**src/rtl/sad_search_ctrl.sv**
```systemverilog
// sad_search_ctrl: walks the SAD engine over NUM_CAND candidate blocks and keeps the minimum-SAD candidate.
module sad_search_ctrl #(
  parameter int NUM_CAND    = 16,
  parameter int CAND_STRIDE = 256,
  parameter int ADDR_W      = 15,
  parameter int TIMEOUT     = 1024
) (
  input  logic              Clk,
  input  logic              Rst,
  input  logic              Start,
  output logic              Busy,
  output logic              SAD_Go,
  input  logic              SAD_Done,
  input  logic [31:0]       SAD_Out,
  output logic [ADDR_W-1:0] Cand_Base,
  output logic [7:0]        Best_Idx,
  output logic [31:0]       Best_SAD,
  output logic              Done,
  output logic              Timeout_Err
);
  localparam int WD_W = $clog2(TIMEOUT);
  localparam logic [WD_W-1:0] WD_MAX = WD_W'(TIMEOUT - 1);
  localparam logic [7:0] LAST = 8'(NUM_CAND - 1);
  typedef enum logic [2:0] {IDLE, LAUNCH, WAIT, UPDATE, FINISH} state_t;
  state_t state, state_n;
  logic [7:0] cand_idx, idx_n;
  logic [WD_W-1:0] wdog;
  logic [31:0] sad_lat;
  logic busy_n, sad_go_n, done_n;
  logic [ADDR_W-1:0] base_n;
  logic to_hit;
  assign to_hit = wdog == WD_MAX;
  always_ff @(posedge Clk) begin
    if (Rst) begin
      state       <= IDLE;
      cand_idx    <= '0;
      wdog        <= '0;
      sad_lat     <= '0;
      Busy        <= 1'b0;
      SAD_Go      <= 1'b0;
      Cand_Base   <= '0;
      Best_Idx    <= '0;
      Best_SAD    <= '1;
      Done        <= 1'b0;
      Timeout_Err <= 1'b0;
    end else begin
      state     <= state_n;
      cand_idx  <= idx_n;
      Busy      <= busy_n;
      SAD_Go    <= sad_go_n;
      Done      <= done_n;
      Cand_Base <= base_n;
      wdog      <= state == WAIT ? wdog + 1'b1 : '0;
      if (state == WAIT && SAD_Done) sad_lat <= SAD_Out;
      if (state == IDLE && Start) begin
        Best_SAD    <= '1;
        Best_Idx    <= '0;
        Timeout_Err <= 1'b0;
      end
      if (state == WAIT && !SAD_Done && to_hit) Timeout_Err <= 1'b1;
      if (state == UPDATE && sad_lat < Best_SAD) begin
        Best_SAD <= sad_lat;
        Best_Idx <= cand_idx;
      end
    end
  end
  always_comb begin
    state_n = state;
    idx_n   = cand_idx;
    unique case (state)
      IDLE: if (Start) begin
        state_n = LAUNCH;
        idx_n   = '0;
      end
      LAUNCH: state_n = WAIT;
      WAIT:   state_n = SAD_Done ? UPDATE : to_hit ? FINISH : WAIT;
      UPDATE: if (cand_idx == LAST) state_n = FINISH;
      else begin
        state_n = LAUNCH;
        idx_n   = cand_idx + 8'd1;
      end
      FINISH: state_n = IDLE;
      default: state_n = IDLE;
    endcase
  end
  // outputs are registered from the next state so they line up with the state they belong to
  always_comb begin
    busy_n   = state_n != IDLE;
    sad_go_n = state_n == LAUNCH;
    done_n   = state_n == FINISH;
    base_n   = sad_go_n ? ADDR_W'(32'(idx_n) * CAND_STRIDE) : Cand_Base;
  end
endmodule

```
**config.mk**
```make
export PLATFORM = sky130hd
export DESIGN_NAME = sad_search_ctrl
export DESIGN_NICKNAME = d
export VERILOG_FILES = /design/src/rtl/sad_search_ctrl.sv
export SDC_FILE = /design/constraint.sdc
export NUM_CORES = 1
export LEC_CHECK = 0
export CAP_MARGIN = 20
export CORE_MARGIN = 4
export CORE_UTILIZATION = 30
export CTS_BUF_LIST = sky130_fd_sc_hd__clkbuf_4 sky130_fd_sc_hd__clkbuf_8
export CTS_CLUSTER_SIZE = 28
export DETAILED_ROUTE_END_ITERATION = 6
export PLACE_DENSITY = 0.54
export SLEW_MARGIN = 20
export SYNTH_ARGS = -nofsm -noshare
export SYNTH_HDL_FRONTEND = slang
export SYNTH_SLANG_ARGS = --single-unit
```
**constraint.sdc**
```tcl
create_clock -name Clk -period 3.22 [get_ports Clk]
set_clock_uncertainty 0.1 [all_clocks]
set_input_delay 0.966 -clock Clk [delete_from_list [all_inputs] [get_ports Clk]]
set_output_delay 0.966 -clock Clk [all_outputs]
set_load 0.02 [all_outputs]
```
==> results of run 1 <==
state kept, by name, summed over array words and instances (netlist names):
| signal | cells |
|---|---|
| Best_SAD | 32 |
| sad_lat | 32 |
| wdog | 10 |
| Best_Idx | 8 |
| cand_idx | 8 |
| Cand_Base | 7 |
| state | 3 |
| Busy | 1 |
| Done | 1 |
| SAD_Go | 1 |
| Timeout_Err | 1 |
power breakdown:
group          internal [mW]  leakage [nW]  switching [mW]  total, mW
sequential              1.32         0.842          0.0348       1.36
combinational          0.146          1.59           0.187      0.333
clock                  0.520         0.124           0.435      0.955
total                   1.99          2.56           0.657       2.64
metal layers:
layer	global-route usage [%]	share of wire, %	vias up
met5	0	0	-
met4	2.88	1.0	0
met3	4.38	6.0	10
met2	22.2	47	77
met1	16.8	46	1942
li1	-	-	2129
cell families after synthesis:
family / after synthesis
AO/OA/AOI/OAI: 84
XOR/XNOR: 12
adder cells (fa/ha/maj): 33
buffers and inverters: 75
flip-flops: 104
multiplexers: 40
other: 1
AND/OR/NAND/NOR: 245
cell type report:
type                            instances  area [um2]  share of cell area (%)
Inverter                               34         128                    2.03
Tap cell                              216         270                    4.29
Clock buffer                           14         180                    2.86
Timing Repair Buffer                   97         966                    15.3
Multi-Input combinational cell        422        2610                    41.4
Clock inverter                          2        60.1                   0.954
Sequential cell                       104        2080                    33.1
metrics by stage:
stage,cell area (um2),hold slack [ns],power [mW],worst slack (ns)
after global routing,6290,0.370,2.77,0.366
after floorplan,5000,0.318,1.59,0.824
after global placement,6050,0.326,1.72,0.399
final,6290,0.357,2.64,0.559
after detailed placement,6050,0.341,1.72,0.353
after CTS,6290,0.359,2.70,0.550
path summary, 6_finish.rpt:
path           startpoint     endpoint
min reg2reg       wdog[0]      wdog[0]
min               wdog[0]      wdog[0]
max reg2reg  Best_SAD[19]  Best_SAD[6]
max          Best_SAD[19]  Best_SAD[6]
cell usage in the layout (no fill, tap or decap), drive strengths merged, types with 2 or more instances in the layout:
cell           instances
bufinv                 2
a211oi                 4
a21oi                 56
nand3b                 9
nor3                  41
a22oi                  3
nand3                  6
mux2i                 40
xor2                   8
nor2                  71
nand2                 89
nand2b                 9
or3                    3
inv                   34
buf                   12
clkbuf                14
o21ai                 12
clkdlybuf4s50         85
nor2b                  4
ha                    33
nand4                  5
a41oi                  2
conb                   8
xnor2                  4
dfxtp                104
==> out/summary.txt, run 1 <==
Synth cell count leaders - dfxtp_1, nand2_1, nor2_1
Synth area leaders - dfxtp_1, ha_1, mux2i_1
Share of cells above drive strength 1 - 5.35%
Max Buffers Root-to-Sink - 2
Die height - 137 um
Root Buffer - clkbuf_8
Starting DRT DRC Count - 180
Worst-Margin Slew - 0.600 ns
CP peak stage delay - 0.49 ns
F_max - 376 MHz
First-pass GRT wire length - 20.1 mm
Critical Path AT - 2.86 ns
Tcrit/Tclk final - 82.6%
Post-synth top area share - 41.8%
Finished Core Util - 39.2%
Peak VDD IR - 0.252 mV
Synth area leader - dfxtp_1
Detailed-placement wirelength estimate - 8.63 mm
Nets - 737
RSZ-0062 raised after global routing - no
Die area - 0.0187 mm2
Cell variety after synth - 44
Htree depth - 3
Post-synthesis sequential area ratio - 41.8%
Largest family of logic cells by synthesized area - simple AND/OR/NAND/NOR gates
Finished Layout Cells - 889
Vias/cell - 4.68
HP Class - reg -> reg
Crit path depth - 9
Reg2Reg Depth - 9
Worst Path Required - 3.42 ns
PD cells - 420 mW/mm2
Ant diodes - 0
Clk slew on worst S/H paths - 0.09 ns
Clock Latency Late Sink - 0.37 ns
DRT Pass-1 Iters - 5
Post-synth EDFFs - 0
Complex-gate fraction of the synthesized area - 10.2%
Number of fill cells - 1624
Crit. End Element - register
CP Buf/Inv Count - 2
DR WL/cell - 13.7 um
XOR/XNOR Fraction of Synth Area - 2.11%
Initial core utilization - 31.0%
Routed Antenna Nets - 0
Min-Delay Path Depth - 1
Yosys reg bits - 104
Number of warnings issued by yosys - 0
Critical path launch point type - register
Core area - 0.0161 mm2
Post-CTS Setup Inserts - 0
Vias in the first global route - 4106
Crit-path max FO - 22
Synth Instances - 594
Cell family with most CP delay - compound AO/OA/AOI/OAI gates
Global Route Usage Sum - 13.3%
Clk sinks - 104
Post-CTS Resized - 0
Minimum clock period after layout - 2.66 ns
Detailed-route via count - 4158
Status - completed
Setup violators final - 0
Mux cell area share after synthesis - 8.05%
Post-synthesis share of cell area spent on and, or, nand and nor gates - 22.6%
Synthesized cell area - 0.00498 mm2
RD Place Congestion - 0.812
Critical path's slowest cell - a41oi_4
Cell row count - 46
Final Max Tran Viols - 0
Mean Syn Cell Area - 8.38 um2
CTS tree - done
Drc violations - 0
Static Leak - 2.56 nW
TritonCTS buffer count - 9
Placed cell count - 873
Fin. Hold Viols - 0
Initial antenna violation count - 0
CTS Hold Buffers Added - 0
Die W - 137 um
IO Pins - 95
Flop-to-flop setup slack - 0.56 ns
Sum Neg Setup Slack - 0 ns
Number of port buffers - 86
Largest net degree at the start of global routing - 62
Layout area overhead - 26.5%
Most common cell in the synthesized netlist - dfxtp_1
Top FF cell, synth - dfxtp_1
Adder-Cell Fraction of Synth Area - 8.30%
Drt total wl - 12.1 mm
Cell Chain, Critical Path - inv_1, ha_1, a21oi_1, o21ai_0, a211oi_1, o311ai_1, a41oi_4, buf_12, mux2i_1
Crit Path Class - reg -> reg
Ys async rst share - 0%
MaxCap Viol Count - 0
GR Overflow Total - 0
Rel. slew slack - 60.0%
(Power assumes the default switching activity.)
==> inputs of run 2 (changes only) <==
clock period = 2.7 ns   (was 3.22 ns; I/O delays follow)
==> run 2 against run 1 <==
  * Sequential power up 18%
  * First-iteration DRC count down 2.8%
  * Hold slack better by 0.0053 ns
  * Routed wire length up 1.5%
  * Clock power down 3.7%
  * Via count down 0.46%
  * Largest cell class unchanged
  * Largest power group unchanged
  * Highest routed layer unchanged
==> out/summary.txt, run 2 (synthesized netlist as in run 1, its figures left out) <==
Status - completed
CTS tree - done
Final Cell Area - 0.00625 mm2 (-0.72%)
Die height - 137 um (unchanged)
Flop-to-flop setup slack - 0.26 ns (-0.30 ns)
Die W - 137 um (unchanged)
Ant diodes - 0 (unchanged)
Finished Layout Cells - 889 (unchanged)
Crit Path Class - reg -> reg
Number of port buffers - 86 (unchanged)
PD cells - 470 mW/mm2 (+12%)
Reg2Reg Depth - 9 (unchanged)
Setup violators final - 0 (unchanged)
Static Leak - 2.54 nW (-0.79%)
CP peak stage delay - 0.39 ns (-0.10 ns)
Clock Latency Late Sink - 0.38 ns (about the same)
GR Overflow Total - 0 (unchanged)
MaxCap Viol Count - 0 (unchanged)
F_max - 410 MHz (+9.1%)
Layout area overhead - 25.6%
Post-CTS Setup Inserts - 0 (unchanged)
Most frequent cells in the layout - dfxtp_1, nand2_1, clkdlybuf4s50_1
Hold Crit Start - wdog[0]
Clk slew on worst S/H paths - 0.10 ns (about the same)
Max Buffers Root-to-Sink - 2 (unchanged)
Root Buffer - clkbuf_8
Detailed-placement wirelength estimate - 8.78 mm (+1.8%)
Crit. End Element - register
RD Place Congestion - 0.826 (+1.7%)
Largest net degree at the start of global routing - 61 (-1.6%)
Critical path launch point type - register
DR WL/cell - 13.9 um (+1.5%)
RSZ-0062 raised after global routing - no
Met2 WL - 5.90 mm (+3.5%)
Initial core utilization - 31.0% (unchanged)
Final Max Tran Viols - 0 (unchanged)
Worst setup path endpoint - Best_SAD[6]
Critical path's slowest cell - dfxtp_1
Vias in the first global route - 4203 (+2.4%)
Drt total wl - 12.3 mm (+1.5%)
Sum Neg Setup Slack - 0 ns (unchanged)
Core area - 0.0161 mm2 (unchanged)
Peak VDD IR - 0.276 mV (+9.6%)
Dpl cell area - 0.00607 mm2 (+0.21%)
Minimum clock period after layout - 2.44 ns (-0.223 ns)
Routed Antenna Nets - 0 (unchanged)
HP Class - reg -> reg
Critical Path AT - 2.60 ns (-0.26 ns)
Met3 wire len - 686 um (-5.9%)
Placed cell count - 873 (unchanged)
Crit-path max FO - 34 (+55%)
Fin. Hold Viols - 0 (unchanged)
Most common cell after layout, fill and taps aside - dfxtp_1
Nets - 737 (unchanged)
RR Endpoint - Best_SAD[6]
TritonCTS buffer count - 9 (unchanged)
Share of cells above drive strength 1 - 5.35% (unchanged)
Critical R2R Launch - Best_SAD[15]
Vias/cell - 4.66 (-0.46%)
First-pass GRT wire length - 20.5 mm (+2.5%)
Global Route Usage Sum - 13.7% (+0.39 points)
Htree depth - 3 (unchanged)
Largest registers - Best_SAD x32, sad_lat x32, wdog x10
Detailed-route via count - 4139 (-0.46%)
Wl on met1 - 5.65 mm (+0.97%)
Initial antenna violation count - 0 (unchanged)
Worst Path Required - 2.86 ns (-0.56 ns)
DRT Pass-1 Iters - 4 (-1)
Drc violations - 0 (unchanged)
Tcrit/Tclk final - 90.3% (+7.7 points)
Clk sinks - 104 (unchanged)
Post-CTS Resized - 0 (unchanged)
Starting DRT DRC Count - 175 (-2.8%)
CTS Hold Buffers Added - 0 (unchanged)
Cell Chain, Critical Path - inv_1, ha_1, nand4_1, nor3_1, o2111ai_1, o211ai_1, a41oi_4, buf_12, mux2i_1
Total power draw - 2.94 mW (+11%)
IO Pins - 95 (unchanged)
Critical Path Source - Best_SAD[15]
Highest layer used for signal routing - met4
Cell row count - 46 (unchanged)
Die area - 0.0187 mm2 (unchanged)
WHS - 0.362 ns (+0.00533 ns)
==> run 2: worst min path at each step <==
stage,to,cells past startpoint,slack [ns]
2_1_floorplan,wdog[0],1,0.32
3_3_place_gp,wdog[0],1,0.32
3_5_place_dp,wdog[0],1,0.35
4_1_cts,wdog[0],1,0.36
5_1_grt,Cand_Base[9],2,0.40
6_report,wdog[0],1,0.36
==> run 2: worst max-delay path: cells and delay by family, from the launching register on <==
kind	cells	cell delay, ns
AOI/OAI and AO/OA	3	0.61
and+or+nand+nor	2	0.46
DFF	1	0.39
adders and majority gates	1	0.31
buffers and inverters	2	0.30
muxes	1	0.16
==> run 2: power by group <==
group	switching, mW	internal (mW)	leakage (nW)
logic	0.229	0.178	1.60
registers	0.0362	1.58	0.842
clock network	0.537	0.383	0.0951
total	0.802	2.14	2.54
==> run 2: routing by layer <==
metal | track usage (%) | up-vias
li1 | - | 2133
met1 | 17.0 | 1931
met2 | 23.1 | 70
met3 | 4.63 | 5
met4 | 3.05 | 0
met5 | 0 | -
==> run 2: cell type report <==
class	count	area, um2
fill	1633	9810
multi-input combinational	422	2610
sequential	104	2080
timing repair buffer	97	978
tap	216	270
clock buffer	11	151
inverter	34	128
clock inverter	5	31.3
==> run 2: per-stage QoR <==
| step | utilization (%) | setup WS [ns] |
|---|---|---|
| global placement | 37.8 | 0.0451 |
| global route | 38.9 | 0.0116 |
| finish | 38.9 | 0.262 |
| floorplan | - | 0.460 |
| CTS | 38.9 | 0.221 |
| detailed placement | 37.8 | -0.00515 |
